$ cat src/rtl/display_frame_rx.sv
// Serial frame receiver: synchronizes the MCU sclk/sdata/slatch lines, shifts in a frame and
// commits red/green/anode masks atomically on latch. Optional macro FRAME_CHECKSUM_EN adds a checksum byte.
module display_frame_rx #(
    parameter int FRAME_BITS  = 96,
    parameter int SYNC_STAGES = 2
) (
    input  logic                            clk,
    input  logic                            rst_n,
    input  logic                            sclk,
    input  logic                            sdata,
    input  logic                            slatch,
    output logic [7*(FRAME_BITS/24)-1:0]    red,
    output logic [7*(FRAME_BITS/24)-1:0]    grn,
    output logic [6*(FRAME_BITS/24)-1:0]    anode,
    output logic                            frame_valid,
    output logic                            frame_err,
    output logic                            err_sticky,
    output logic                            busy
);

`ifdef FRAME_CHECKSUM_EN
    localparam int SR_BITS = FRAME_BITS + 8;
`else
    localparam int SR_BITS = FRAME_BITS;
`endif
    localparam int DIGITS = FRAME_BITS / 24;
    localparam int OFF    = SR_BITS - FRAME_BITS;
    localparam int CW     = $clog2(SR_BITS + 2);
    localparam logic [CW-1:0] CNT_ZERO = CW'(0);
    localparam logic [CW-1:0] CNT_ONE  = CW'(1);
    localparam logic [CW-1:0] CNT_FULL = CW'(SR_BITS);

    typedef enum logic [1:0] {
        ST_IDLE  = 2'd0,
        ST_SHIFT = 2'd1,
        ST_OVER  = 2'd2
    } state_e;

`ifdef FRAME_CHECKSUM_EN
    function automatic logic [7:0] xor_bytes(input logic [FRAME_BITS-1:0] d);
        logic [7:0] acc;
        acc = 8'h00;
        for (int j = 0; j < FRAME_BITS / 8; j++) begin
            acc = acc ^ d[8*j +: 8];
        end
        return acc;
    endfunction
`endif

    logic [SYNC_STAGES-1:0] sclk_sync_q, sclk_sync_d;
    logic [SYNC_STAGES-1:0] sdata_sync_q, sdata_sync_d;
    logic [SYNC_STAGES-1:0] slatch_sync_q, slatch_sync_d;
    logic                   sclk_prev_q, sclk_prev_d;
    logic                   slatch_prev_q, slatch_prev_d;
    logic [SR_BITS-1:0]     shift_q, shift_d;
    logic [CW-1:0]          count_q, count_d;
    logic [CW-1:0]          cnt_shift_s;
    state_e                 state_q, state_d;
    logic [7*DIGITS-1:0]    red_q, red_d, grn_q, grn_d;
    logic [6*DIGITS-1:0]    anode_q, anode_d;
    logic                   valid_q, valid_d, err_q, err_d, sticky_q, sticky_d, busy_q, busy_d;
    logic                   sclk_rise_s, slatch_rise_s, cks_ok_s, frame_ok_s;

    // Synchronizer chains and edge-detect history
    always_comb begin
        sclk_sync_d   = {sclk_sync_q[SYNC_STAGES-2:0], sclk};
        sdata_sync_d  = {sdata_sync_q[SYNC_STAGES-2:0], sdata};
        slatch_sync_d = {slatch_sync_q[SYNC_STAGES-2:0], slatch};
        sclk_prev_d   = sclk_sync_q[SYNC_STAGES-1];
        slatch_prev_d = slatch_sync_q[SYNC_STAGES-1];
        sclk_rise_s   = sclk_sync_q[SYNC_STAGES-1] & ~sclk_prev_q;
        slatch_rise_s = slatch_sync_q[SYNC_STAGES-1] & ~slatch_prev_q;
    end

    // Receive FSM: tracks whether the bit count is empty, in range or overrun
    always_comb begin
        state_d = state_q;
        if (slatch_rise_s) begin
            state_d = ST_IDLE;
        end else if (sclk_rise_s) begin
            case (state_q)
                ST_IDLE:  state_d = ST_SHIFT;
                ST_SHIFT: begin
                    if (count_q == CNT_FULL) begin
                        state_d = ST_OVER;
                    end else begin
                        state_d = ST_SHIFT;
                    end
                end
                ST_OVER:  state_d = ST_OVER;
                default:  state_d = ST_IDLE;
            endcase
        end else begin
            state_d = state_q;
        end
    end

    // Shift, count and commit; a same-cycle sclk edge is folded in before the latch check
    always_comb begin
        shift_d     = shift_q;
        cnt_shift_s = count_q;
        red_d       = red_q;
        grn_d       = grn_q;
        anode_d     = anode_q;
        valid_d     = 1'b0;
        err_d       = 1'b0;
        sticky_d    = sticky_q;
        if (sclk_rise_s) begin
            shift_d = {shift_q[SR_BITS-2:0], sdata_sync_q[SYNC_STAGES-1]};
            if (state_q != ST_OVER) begin
                cnt_shift_s = count_q + CNT_ONE;
            end else begin
                cnt_shift_s = count_q;
            end
        end else begin
            shift_d     = shift_q;
            cnt_shift_s = count_q;
        end
`ifdef FRAME_CHECKSUM_EN
        cks_ok_s = (xor_bytes(shift_d[SR_BITS-1:8]) == shift_d[7:0]);
`else
        cks_ok_s = 1'b1;
`endif
        frame_ok_s = (cnt_shift_s == CNT_FULL) && cks_ok_s;
        count_d    = cnt_shift_s;
        if (slatch_rise_s) begin
            count_d = CNT_ZERO;
            if (frame_ok_s) begin
                // Digit 1 is the last 24 data bits shifted, i.e. the lowest data field
                for (int k = 0; k < DIGITS; k++) begin
                    red_d[7*k +: 7]   = shift_d[OFF + 24*k + 16 +: 7];
                    grn_d[7*k +: 7]   = shift_d[OFF + 24*k + 8 +: 7];
                    anode_d[6*k +: 6] = shift_d[OFF + 24*k +: 6];
                end
                valid_d  = 1'b1;
                sticky_d = 1'b0;
            end else begin
                err_d    = 1'b1;
                sticky_d = 1'b1;
            end
        end else begin
            count_d = cnt_shift_s;
        end
        busy_d = (count_d != CNT_ZERO);
    end

    // State registers
    always_ff @(posedge clk or negedge rst_n) begin
        if (!rst_n) begin
            sclk_sync_q   <= '0;
            sdata_sync_q  <= '0;
            slatch_sync_q <= '0;
            sclk_prev_q   <= 1'b0;
            slatch_prev_q <= 1'b0;
            shift_q       <= '0;
            count_q       <= CNT_ZERO;
            state_q       <= ST_IDLE;
            red_q         <= '0;
            grn_q         <= '0;
            anode_q       <= '0;
            valid_q       <= 1'b0;
            err_q         <= 1'b0;
            sticky_q      <= 1'b0;
            busy_q        <= 1'b0;
        end else begin
            sclk_sync_q   <= sclk_sync_d;
            sdata_sync_q  <= sdata_sync_d;
            slatch_sync_q <= slatch_sync_d;
            sclk_prev_q   <= sclk_prev_d;
            slatch_prev_q <= slatch_prev_d;
            shift_q       <= shift_d;
            count_q       <= count_d;
            state_q       <= state_d;
            red_q         <= red_d;
            grn_q         <= grn_d;
            anode_q       <= anode_d;
            valid_q       <= valid_d;
            err_q         <= err_d;
            sticky_q      <= sticky_d;
            busy_q        <= busy_d;
        end
    end

    assign red         = red_q;
    assign grn         = grn_q;
    assign anode       = anode_q;
    assign frame_valid = valid_q;
    assign frame_err   = err_q;
    assign err_sticky  = sticky_q;
    assign busy        = busy_q;

endmodule

$ cat config.mk
export PLATFORM = sky130hd
export DESIGN_NAME = display_frame_rx
export DESIGN_NICKNAME = d
export VERILOG_FILES = /design/src/rtl/display_frame_rx.sv
export SDC_FILE = /design/constraint.sdc
export NUM_CORES = 1
export LEC_CHECK = 0
export CAP_MARGIN = 20
export CORE_ASPECT_RATIO = 0.75
export CORE_UTILIZATION = 46
export DETAILED_ROUTE_END_ITERATION = 8
export PLACE_DENSITY = 0.66
export SYNTH_ARGS = -nofsm -noshare
export SYNTH_HDL_FRONTEND = slang
export SYNTH_SLANG_ARGS = --single-unit
$ cat constraint.sdc
create_clock -name clk -period 8.55 [get_ports clk]
set_clock_uncertainty 0.15 [all_clocks]
set_input_delay 1.2825 -clock clk [delete_from_list [all_inputs] [get_ports clk]]
set_output_delay 1.2825 -clock clk [all_outputs]
set_load 0.01 [all_outputs]
### After elaboration in Yosys (flattened, before gate mapping)

Cells that the tools add are included.
Widths: inputs -> output; s select.

* $add $sub $neg: 1
* equality and inequality tests: 5
* multiplexer cells: 12
* bitwise operators: 4
* reductions and logical operators: 4

Operators by type and width (count)
* $mux 95: 1
* $mux 7: 3
* $eq 7x7->1 const B: 2
* $add 7x1->7 const B: 1
* $reduce_bool 7->1: 1
* $mux 2: 3
* $pmux 2 s3: 1
* $mux 1: 4
* $and 1x1->1: 2
* $eq 2x1->1 const B: 1
* $eq 2x2->1 const B: 1
* $logic_not 2->1: 1
* $ne 2x2->1 const B: 1
* $not 1->1: 2
* $reduce_and 2->1: 1
* $reduce_bool 2->1: 1

* register bits after elaboration: 196
* input bits: 5
* output and inout port bits: 84
* word-level logic and storage cells: 42

### Longest topological paths before layout

Gate-level depths: netlist of the first run.

* depth after elaboration: 6
* mapped depth: 10
* gate-level depth less buffers: 7

### Worst setup path before layout of the first run

No wires, ideal clock.

* path kind: flip-flop to flip-flop
* start point: register count_q[0]
* end point: register anode_q[0] (netlist: anode[0])
* library setup time: 0.125 ns
* data arrival time: 2.515 ns
* data required time: 8.275 ns
* setup slack: 5.760 ns
* stages on the path, launching flop included: 11
* buffers on the path: 3
* period minus slack after synthesis: 2.790 ns
* cell sequence: dfrtp_1 buf_2 inv_1 ha_1 or4b_1 or3_1 o211ai_2 and4_4 buf_12 buf_12 mux2_4

* cells in the longest elaborated chain, start to end: 5

RTL lines
* from (decl): RTL line 56 `logic [CW-1:0] count_q, count_d;`
* from (signal assigned): RTL line 172 `count_q <= count_d;`
* $add 7x1->7: RTL line 111 `cnt_shift_s = count_q + CNT_ONE;`
* $mux 7: RTL line 110 `if (state_q != ST_OVER) begin`
* $mux 7 *: RTL line 108 `if (sclk_rise_s) begin`
* $eq 7x7->1 *: RTL line 124 `frame_ok_s = (cnt_shift_s == CNT_FULL) && cks_ok_s;`
* $reduce_and 2->1 (no line) *
* to (signal assigned): RTL line 176 `anode_q <= anode_d;`
* to (decl): RTL line 60 `logic [6*DIGITS-1:0] anode_q, anode_d;`

Every way passes the cells marked *; elsewhere a longest branch is shown, timed or not.
A chain may end at the register's enable or synchronous reset.

### Worst setup path in the final report of the first run

* start point: register count_q[0]
* end point: register anode_q[23] (netlist: anode[23])

The elaborated chain is that of the path after synthesis.

==> metrics.txt, run 1 <==
Mapped Area=between 7000 and 8000 sq um; P&R area growth vs syn=20.4%; clock transition at the registers of the reported paths=0.07 ns; Combinational Power Share=0.042; vias after detailed routing=roughly 4,700; root buf cell=clkbuf_16; post-DR wirelength/cell=15.1 um; Synth top area share=0.624; DRT Pass-1 Iters=5; max cap viols=0; ys async rst share=1.00; Slew @ Worst Pin=just under 0.9 ns; crit-path cells=inv_1, ha_1, or4b_1, or3_1, o211ai_2, and4_4, buf_4, mux2_2; full die area=roughly 18,000 sq um; DRT Wirelength=roughly 14,000 um; vias per cell=roughly 5; Synth Register Bits=196; die extent in x=about 150 um; dpl hpwl=8630 um; worst skew pair latency=about 0.43 ns; Crit path largest cell delay=between 0.7 and 0.8 ns; sequential area share after synthesis=0.624; vias in the first global route=4,671; clock sink count=approximately 200; worst reg2reg path depth=8; reported net switching power=413 uW; PostCTS Resize Cnt=0; syn_nets=667; initial antenna violation count=0; reg2reg start=count_q[0]; sw frac=0.218; final setup TNS=0 ns; P per Cell Area=roughly 200 nW/um^2; Core Box Area=16,400 sq um; Starting Density=0.480; FF-to-FF End=anode[23]; Post-Synthesis Cells=660; fillers=approximately 1,300; Max Root-Sink Buffers=2; leak pwr=approximately 0.0048 uW; crit-path max FO=42; RSZ-0062 raised after global routing=no; Pins Over Slew Limit=0; fmax=between 200 and 250 MHz; die extent in y=115 um; beginning of the critical path=count_q[0]; Hold WC Path Type=flop to flop; fin cells=around 960; CTS Hold Buffers Added=0; diode count=0; I/O pins=slightly below 90; Nets=745; Reg2Reg Setup Slack=roughly 4.4 ns; min cycle time layout=approximately 4.1 ns; Hold Vio Cnt, Final=0; fraction of final layout cells sized beyond drive strength 1=0.165; Int Power=about 1500 uW; drt drc=0; CTS HTree Levels=4; crit path launch type=flop; gr ovfl total=0; TritonCTS clock tree=yes; worst rel slew slack=0.404; GP Congestion=0.828; fin crit share=0.480; Setup violations, final=0; top area cells in the synthesized netlist=dfrtp_1, mux2_4, nand2_1; CP required=around 8.7 ns; CP max-delay cell=and4_4; Synth top cells by count=nand2_1, dfrtp_1, mux2_4; initial drt markers=roughly 270; GRT Util Overall=0.175; clock power share=0.451; # rows=40; placed cell count=between 900 and 1,000; cts bufs inserted=17; synthesized area per cell=11.9 sq um; largest area contributor in the netlist=dfrtp_1; IO Port Bufs=88; sequential share of power=0.507; count leader, synth=nand2_1; Post-DRT Antenna Nets=0; Critical Path End=anode[23]; maximum vdd drop=0.129 mV; largest net degree at the start of global routing=135; Ys Warns=0; EDFF count, synth=0; Worst Path Arrival=around 4.3 ns; top_reg_cell synth=dfrtp_1; Worst setup EP type=flop; first-pass GRT wire length=24,000 um; post-CTS setup buffer count=0; critical path type=flop to flop; status=complete, no violations; Yosys cell types=35
## power groups by stage
stage	combinational, uW	sequential, uW	clock, uW
after floorplan	46.9	975	0
after global placement	74.9	979	0
after detailed placement	76.8	981	0
after CTS	77.9	964	877
after global routing	91.1	966	916
final	79.4	964	857
## metal layers
metal	part of all wire	wire [um]	track usage	up-vias
met5	0	0	0	-
met4	0.0089	129	0.0593	0
met3	0.033	483	0.0456	10
met2	0.45	6550	0.266	97
met1	0.51	7330	0.245	2303
li1	-	-	-	2263
## cells by family (layout without fill, tap and decap cells)
family	after synthesis	after routing	synth area share
and+or+nand+nor	325	325	0.164
muxes	81	81	0.153
AOI/OAI and AO/OA	11	11	0.00924
xor gates and xnor gates	7	7	0.00781
adders and majority gates	2	2	0.00319
buffers and inverters	38	129	0.0381
DFF	196	196	0.624
## critical path, delay by kind of cell, from the launching register on
| family | cells | cell delay [ns] |
|---|---|---|
| mux | 1 | 0.41 |
| compound gates | 1 | 0.10 |
| buf+inv | 2 | 0.83 |
| simple gates | 3 | 1.56 |
| fa+ha+maj | 1 | 0.33 |
| flops | 1 | 0.53 |
## worst min-delay path by stage
stage	slack, ns	from	endpoint	cells past startpoint
3_5_place_dp	0.19	slatch_sync_q[0]	slatch_sync_q[1]	0
6_report	0.20	slatch_sync_q[0]	slatch_sync_q[1]	0
2_1_floorplan	0.18	sclk_sync_q[0]	sclk_sync_q[1]	0
5_1_grt	0.21	sdata_sync_q[0]	sdata_sync_q[1]	0
3_3_place_gp	0.19	sdata_sync_q[0]	sdata_sync_q[1]	0
4_1_cts	0.20	slatch_sync_q[0]	slatch_sync_q[1]	0
## registers in the layout, summed over array words and instances, names as in the netlist
signal         cells
frame_err          1
frame_valid        1
sdata_sync_q       2
count_q            7
anode             24
red               28
slatch_sync_q      2
slatch_prev_q      1
grn               28
err_sticky         1
sclk_prev_q        1
sclk_sync_q        2
shift_q           95
busy               1
state_q            2
## placed cells by master (no fill, tap or decap), types with 3 or more instances in the layout
cell type          n
nor2_1            12
nand2_1          292
clkinvlp_4         3
or3_1              4
clkdlybuf4s50_1   87
clkbuf_8           4
clkbuf_16         17
xnor2_1            6
a21oi_1            5
inv_1              3
bufinv_16          4
mux2_4            78
dfrtp_1          196
buf_4              4
## final cells by class
class	instances	area (sq um)	area share
sequential	196	4900	0.519
multi-input combinational	426	2670	0.282
timing repair buffer	94	970	0.103
clock buffer	21	470	0.0498
tap	210	263	0.0278
clock inverter	11	170	0.0180
inverter	3	11.3	0.00119
## through the flow
| stage | worst slack, ns | hold slack [ns] | area (sq um) | total power [uW] | utilization |
|---|---|---|---|---|---|
| floorplan | 5.76 | 0.181 | 7860 | 1020 | - |
| global placement | 4.45 | 0.185 | 8760 | 1050 | 0.535 |
| detailed placement | 4.29 | 0.186 | 8760 | 1060 | 0.535 |
| CTS | 4.26 | 0.200 | 9400 | 1920 | 0.574 |
| global route | 4.30 | 0.208 | 9460 | 1970 | 0.578 |
| finish | 4.44 | 0.198 | 9460 | 1900 | 0.578 |
Note: power is estimated with default switching activity, not from simulation.
==> run 2: changes to the inputs <==
==> constraint.sdc (replaced) <==
create_clock -name clk -period 3.9 [get_ports clk]
set_clock_uncertainty 0.15 [all_clocks]
set_input_delay 0.585 -clock clk [delete_from_list [all_inputs] [get_ports clk]]
set_output_delay 0.585 -clock clk [all_outputs]
set_load 0.01 [all_outputs]
==> metrics.txt, run 2 (synthesized netlist as in run 1, its figures left out) <==
final setup TNS=0 ns (unchanged); cts bufs inserted=17 (unchanged); Pins Over Slew Limit=0 (unchanged); clock sink count=196 (unchanged); CTS Hold Buffers Added=0 (unchanged); RSZ-0062 raised after global routing=no (unchanged); Setup violations, final=0 (unchanged); commonest non-fill, non-tap cells in the layout=nand2_1, dfrtp_1, clkdlybuf4s50_1, mux2_4, clkbuf_16 (unchanged); crit path launch type=flop (unchanged); P per Cell Area=414 nW/um^2 (was 201 nW/um^2); Starting Density=0.480 (unchanged); worst rel slew slack=0.343 (was 0.404); DRT Pass-1 Iters=5 (unchanged); vias per cell=4.92 (was 4.86); post-route design area=9380 sq um (was 9460 sq um); Hold WC Path Type=primary input to asynchronous set/reset pin (was flop to flop); leak pwr=0.00474 uW (was 0.00477 uW); diode count=0 (unchanged); DRT Wirelength=14,400 um (was 14,500 um); Post-DRT Antenna Nets=0 (unchanged); worst path buffer plus inverter count=2 (unchanged); drt drc=0 (unchanged); vias in the first global route=4,762 (was 4,671); CP max-delay cell=dfrtp_1 (was and4_4); GP Congestion=0.808 (was 0.828); CTS HTree Levels=4 (unchanged); I/O pins=89 (unchanged); critical path type=flop to flop (unchanged); IO Port Bufs=88 (unchanged); max cap viols=0 (unchanged); # rows=40 (unchanged); PostCTS Resize Cnt=0 (unchanged); P&R area growth vs syn=19.4% (was 20.4%); crit-path cells=inv_1, ha_1, or4b_1, or3_1, o211ai_2, and4_4, buf_12, mux2_2 (was inv_1, ha_1, or4b_1, or3_1, o211ai_2, and4_4, buf_4, mux2_2); Worst Path Arrival=3.46 ns (was 4.27 ns); dpl hpwl=8770 um (was 8630 um); die extent in y=115 um (unchanged); commonest non-fill, non-tap cell in the layout=nand2_1 (unchanged); clock transition at the registers of the reported paths=0.07 ns (about the same); status=complete, no violations (unchanged); fin crit share=0.846 (was 0.480); fraction of final layout cells sized beyond drive strength 1=0.166 (was 0.165); min cycle time layout=3.30 ns (was 4.11 ns); post-DR wirelength/cell=14.9 um (was 15.1 um); fillers=1,302 (was 1,279); gr ovfl total=0 (unchanged); first-pass GRT wire length=24,400 um (was 24,000 um); Slew @ Worst Pin=0.985 ns (was 0.893 ns); CP top delay family=simple AND/OR/NAND/NOR gates (unchanged); full die area=17,600 sq um (unchanged); initial drt markers=330 (was 272); fmax=303 MHz (was 243 MHz); worst skew pair latency=0.43 ns (about the same); vias after detailed routing=4,742 (was 4,673); maximum vdd drop=0.270 mV (was 0.129 mV); root buf cell=clkbuf_16 (unchanged); post-CTS setup buffer count=0 (unchanged); Core Box Area=16,400 sq um (unchanged); max reg flops=95 (unchanged); crit-path max FO=42 (unchanged); Crit path largest cell delay=0.52 ns (was 0.78 ns); Worst setup EP type=flop (unchanged); Nets=747 (was 745); TritonCTS clock tree=yes (unchanged); largest net degree at the start of global routing=100 (was 135); largest reg by FF count=shift_q (unchanged); initial antenna violation count=0 (unchanged); die extent in x=153 um (unchanged); Area after DPL=8840 sq um (was 8760 sq um); CP required=4.06 ns (was 8.72 ns); Hold Vio Cnt, Final=0 (unchanged); GRT Util Overall=0.176 (was 0.175); Max Root-Sink Buffers=2 (unchanged)
run 2: power by group:
part	total [uW]	switching, uW	internal [uW]
Combinational	176	123	53.1
Sequential	2110	32.5	2080
Clock	1600	744	852
Total	3880	899	2980
run 2: worst paths after layout:
kind                            slack [ns]            start         endpoint  depth (start not counted)
max in group asynchronous             2.65            rst_n          red[20]                          2
min in group clk                      0.20  sdata_sync_q[0]  sdata_sync_q[1]                          0
worst min-delay path                  0.08            rst_n      shift_q[18]                          1
worst max register to register        0.60       count_q[0]          grn[27]                          8
worst max-delay path                  0.60       count_q[0]          grn[27]                          8
worst min register to register        0.20  sdata_sync_q[0]  sdata_sync_q[1]                          0
run 2: area by class of cell:
type                       instances  area [sq um]  area share
multi-input combinational        426          2670       0.284
tap                              210           263      0.0280
inverter                           3          11.3     0.00120
timing repair buffer              96           995       0.106
sequential                       196          4900       0.523
clock buffer                      21           460      0.0491
clock inverter                    11          80.1     0.00854
run 2: stage by stage:
step           power, uW  utilization  setup slack (ns)  hold slack [ns]  instances
2_1_floorplan       2240            -              1.11            0.139        660
3_3_place_gp        2320        0.540             0.735            0.183        931
3_5_place_dp        2330        0.540             0.609            0.187        931
4_1_cts             3920        0.573             0.595            0.123        963
5_1_grt             4050        0.573             0.495            0.144        963
6_report            3880        0.573             0.601           0.0813        963
run 2: metal layers:
layer  global-route usage  share of wire  routed length, um
met5                    0              0                  0
met4               0.0653          0.013                187
met3               0.0516          0.045                652
met2                0.264           0.44               6380
met1                0.245           0.50               7140
run 2: worst reg2reg max path, stage by stage, from the launching register on:
cell      delay (ns)
dfrtp_1         0.52
inv_1           0.08
ha_1            0.34
or4b_1          0.47
or3_1           0.34
o211ai_2        0.09
and4_4          0.44
buf_12          0.34
mux2_2          0.41
==> run 3: changes to the inputs <==
--- a/config.mk
+++ b/config.mk
@@ -9,7 +9,7 @@
 export CORE_ASPECT_RATIO = 0.75
 export CORE_UTILIZATION = 46
 export DETAILED_ROUTE_END_ITERATION = 8
-export PLACE_DENSITY = 0.66
+export PLACE_DENSITY = 0.69
 export SYNTH_ARGS = -nofsm -noshare
 export SYNTH_HDL_FRONTEND = slang
 export SYNTH_SLANG_ARGS = --single-unit
==> constraint.sdc (replaced) <==
create_clock -name clk -period 2.8 [get_ports clk]
set_clock_uncertainty 0.15 [all_clocks]
set_input_delay 0.42 -clock clk [delete_from_list [all_inputs] [get_ports clk]]
set_output_delay 0.42 -clock clk [all_outputs]
set_load 0.01 [all_outputs]
==> metrics.txt, run 3 (synthesized netlist as in run 1, its figures left out) <==
clock sink count=196 (unchanged); clock transition at the registers of the reported paths=0.07 ns (about the same); Reg2Reg Setup Slack=0.04 ns (was 0.60 ns); P per Cell Area=590 nW/um^2 (was 414 nW/um^2); worst skew pair latency=0.43 ns (about the same); fmax=362 MHz (was 303 MHz); initial antenna violation count=0 (unchanged); drt drc=0 (unchanged); Slew @ Worst Pin=0.610 ns (was 0.985 ns); DRT Wirelength=15,100 um (was 14,400 um); fillers=1,268 (was 1,302); worst rel slew slack=0.593 (was 0.343); reg2reg start=count_q[0] (unchanged); max cap viols=0 (unchanged); leak pwr=0.00490 uW (was 0.00474 uW); CP required=2.96 ns (was 4.06 ns); vias per cell=4.93 (was 4.92); fin crit share=0.987 (was 0.846); Post-DRT Antenna Nets=0 (unchanged); Nets=768 (was 747); GP Congestion=0.728 (was 0.808); die extent in x=153 um (unchanged); vias after detailed routing=4,851 (was 4,742); full die area=17,600 sq um (unchanged); fraction of final layout cells sized beyond drive strength 1=0.185 (was 0.166); maximum vdd drop=0.357 mV (was 0.270 mV); largest net degree at the start of global routing=58 (was 100); DRT Pass-1 Iters=4 (was 5); gr ovfl total=0 (unchanged); hold depth=0; critical path type=flop to flop (unchanged); dpl hpwl=9120 um (was 8770 um); Pins Over Slew Limit=0 (unchanged); crit path launch type=flop (unchanged); Core Box Area=16,400 sq um (unchanged); Starting Density=0.480 (unchanged); Worst setup EP type=flop (unchanged); max reg flops=95 (unchanged); TritonCTS clock tree=yes (unchanged); Hold WC Path Type=flop to flop (was primary input to asynchronous set/reset pin); I/O pins=89 (unchanged); # rows=40 (unchanged); Sequential Area=4900 sq um (unchanged); die extent in y=115 um (unchanged); diode count=0 (unchanged); post-DR wirelength/cell=15.4 um (was 14.9 um); Finished Core Util=0.593 (was 0.573); FF-to-FF End=red[24] (was grn[27]); hold_sp=sclk_sync_q[0]; final setup TNS=0 ns (unchanged); crit-path max FO=11 (was 42); Max Root-Sink Buffers=2 (unchanged); post-route design area=9710 sq um (was 9380 sq um); commonest non-fill, non-tap cell in the layout=nand2_1 (unchanged); commonest non-fill, non-tap cells in the layout=nand2_1, dfrtp_1, clkdlybuf4s50_1, mux2_4, clkbuf_16 (unchanged); CTS HTree Levels=4 (unchanged); initial drt markers=326 (was 330); vias in the first global route=4,885 (was 4,762); total power=5730 uW (was 3880 uW); min cycle time layout=2.76 ns (was 3.30 ns); first-pass GRT wire length=24,900 um (was 24,400 um); status=complete, no violations (unchanged); Worst Path Arrival=2.92 ns (was 3.46 ns); worst reg2reg path depth=9 (was 8); Hold Path Sink=sclk_sync_q[1]; P&R area growth vs syn=23.6% (was 19.4%); Hold Vio Cnt, Final=0 (unchanged); area of the multi-input gates=2670 sq um (about the same); IO Port Bufs=88 (unchanged); root buf cell=clkbuf_16 (unchanged); GRT Util Overall=0.180 (was 0.176); Setup violations, final=0 (unchanged); largest reg by FF count=shift_q (unchanged); cts bufs inserted=17 (unchanged); Area after DPL=8950 sq um (was 8840 sq um)
-- run 3: changes by cell type in the layout (fill, tap and decap cells not counted), moves of 3 or more --
cell	previous run	this run
clkbuf_16	17	20
buf_12	4	7
buf_4	4	17
clkinv_4	5	1
bufinv_16	0	3
-- run 3: final cells by class --
cell class	instances	area share
multi-input cells	426	0.275
inverters	3	0.00116
well taps	210	0.0271
repair buffers	117	0.129
clock inverters	8	0.0128
clock buffers	24	0.0496
flip-flops and latches	196	0.505
-- run 3: repair_timing --
action                                  4_1_cts  5_1_grt
endpoints found under the setup margin        2       68
hold endpoints to repair                     49        0
pin swaps                                     1        0
setup buffers                                 0        5
gates cloned                                  0        4
hold buffers                                  1        0
gates resized for setup                       2        0
-- run 3: per-stage QoR --
stage | hold WS [ns] | setup slack [ns] | cells
2_1_floorplan | -0.0256 | 0.00989 | 660
3_3_place_gp | 0.185 | 0.0285 | 942
3_5_place_dp | 0.196 | -0.0193 | 942
4_1_cts | 0.197 | 0.00917 | 975
5_1_grt | 0.202 | -0.0336 | 984
6_report | 0.193 | 0.0368 | 984
-- run 3: critical path, stage by stage (launching register included) --
cell,delay (ns)
dfrtp_1,0.37
inv_1,0.05
ha_1,0.31
or4b_1,0.45
or3_1,0.32
o211ai_2,0.08
and4_4,0.28
buf_4,0.15
buf_12,0.16
mux2_4,0.31
-- run 3: worst max path at each step --
stage | startpoint | endpoint | slack [ns] | cells past startpoint
2_1_floorplan | count_q[0] | anode[0] | 0.01 | 10
3_3_place_gp | count_q[0] | grn[27] | 0.03 | 8
3_5_place_dp | count_q[0] | grn[27] | -0.02 | 8
4_1_cts | count_q[0] | grn[4] | 0.009 | 8
5_1_grt | count_q[0] | grn[4] | -0.03 | 9
6_report | count_q[0] | red[24] | 0.04 | 9
-- run 3: routing by layer --
metal / routed length [um] / share of wire / global-route usage
met5: 0 / 0 / 0
met4: 185 / 0.012 / 0.0532
met3: 687 / 0.045 / 0.0629
met2: 7000 / 0.46 / 0.273
met1: 7270 / 0.48 / 0.246
-- run 3: power breakdown --
group | switching (uW) | internal (uW) | leakage [uW]
clock network | 1030 | 1480 | 0.000290
logic | 188 | 107 | 0.00191
registers | 34.4 | 2890 | 0.00270
total | 1250 | 4480 | 0.00490
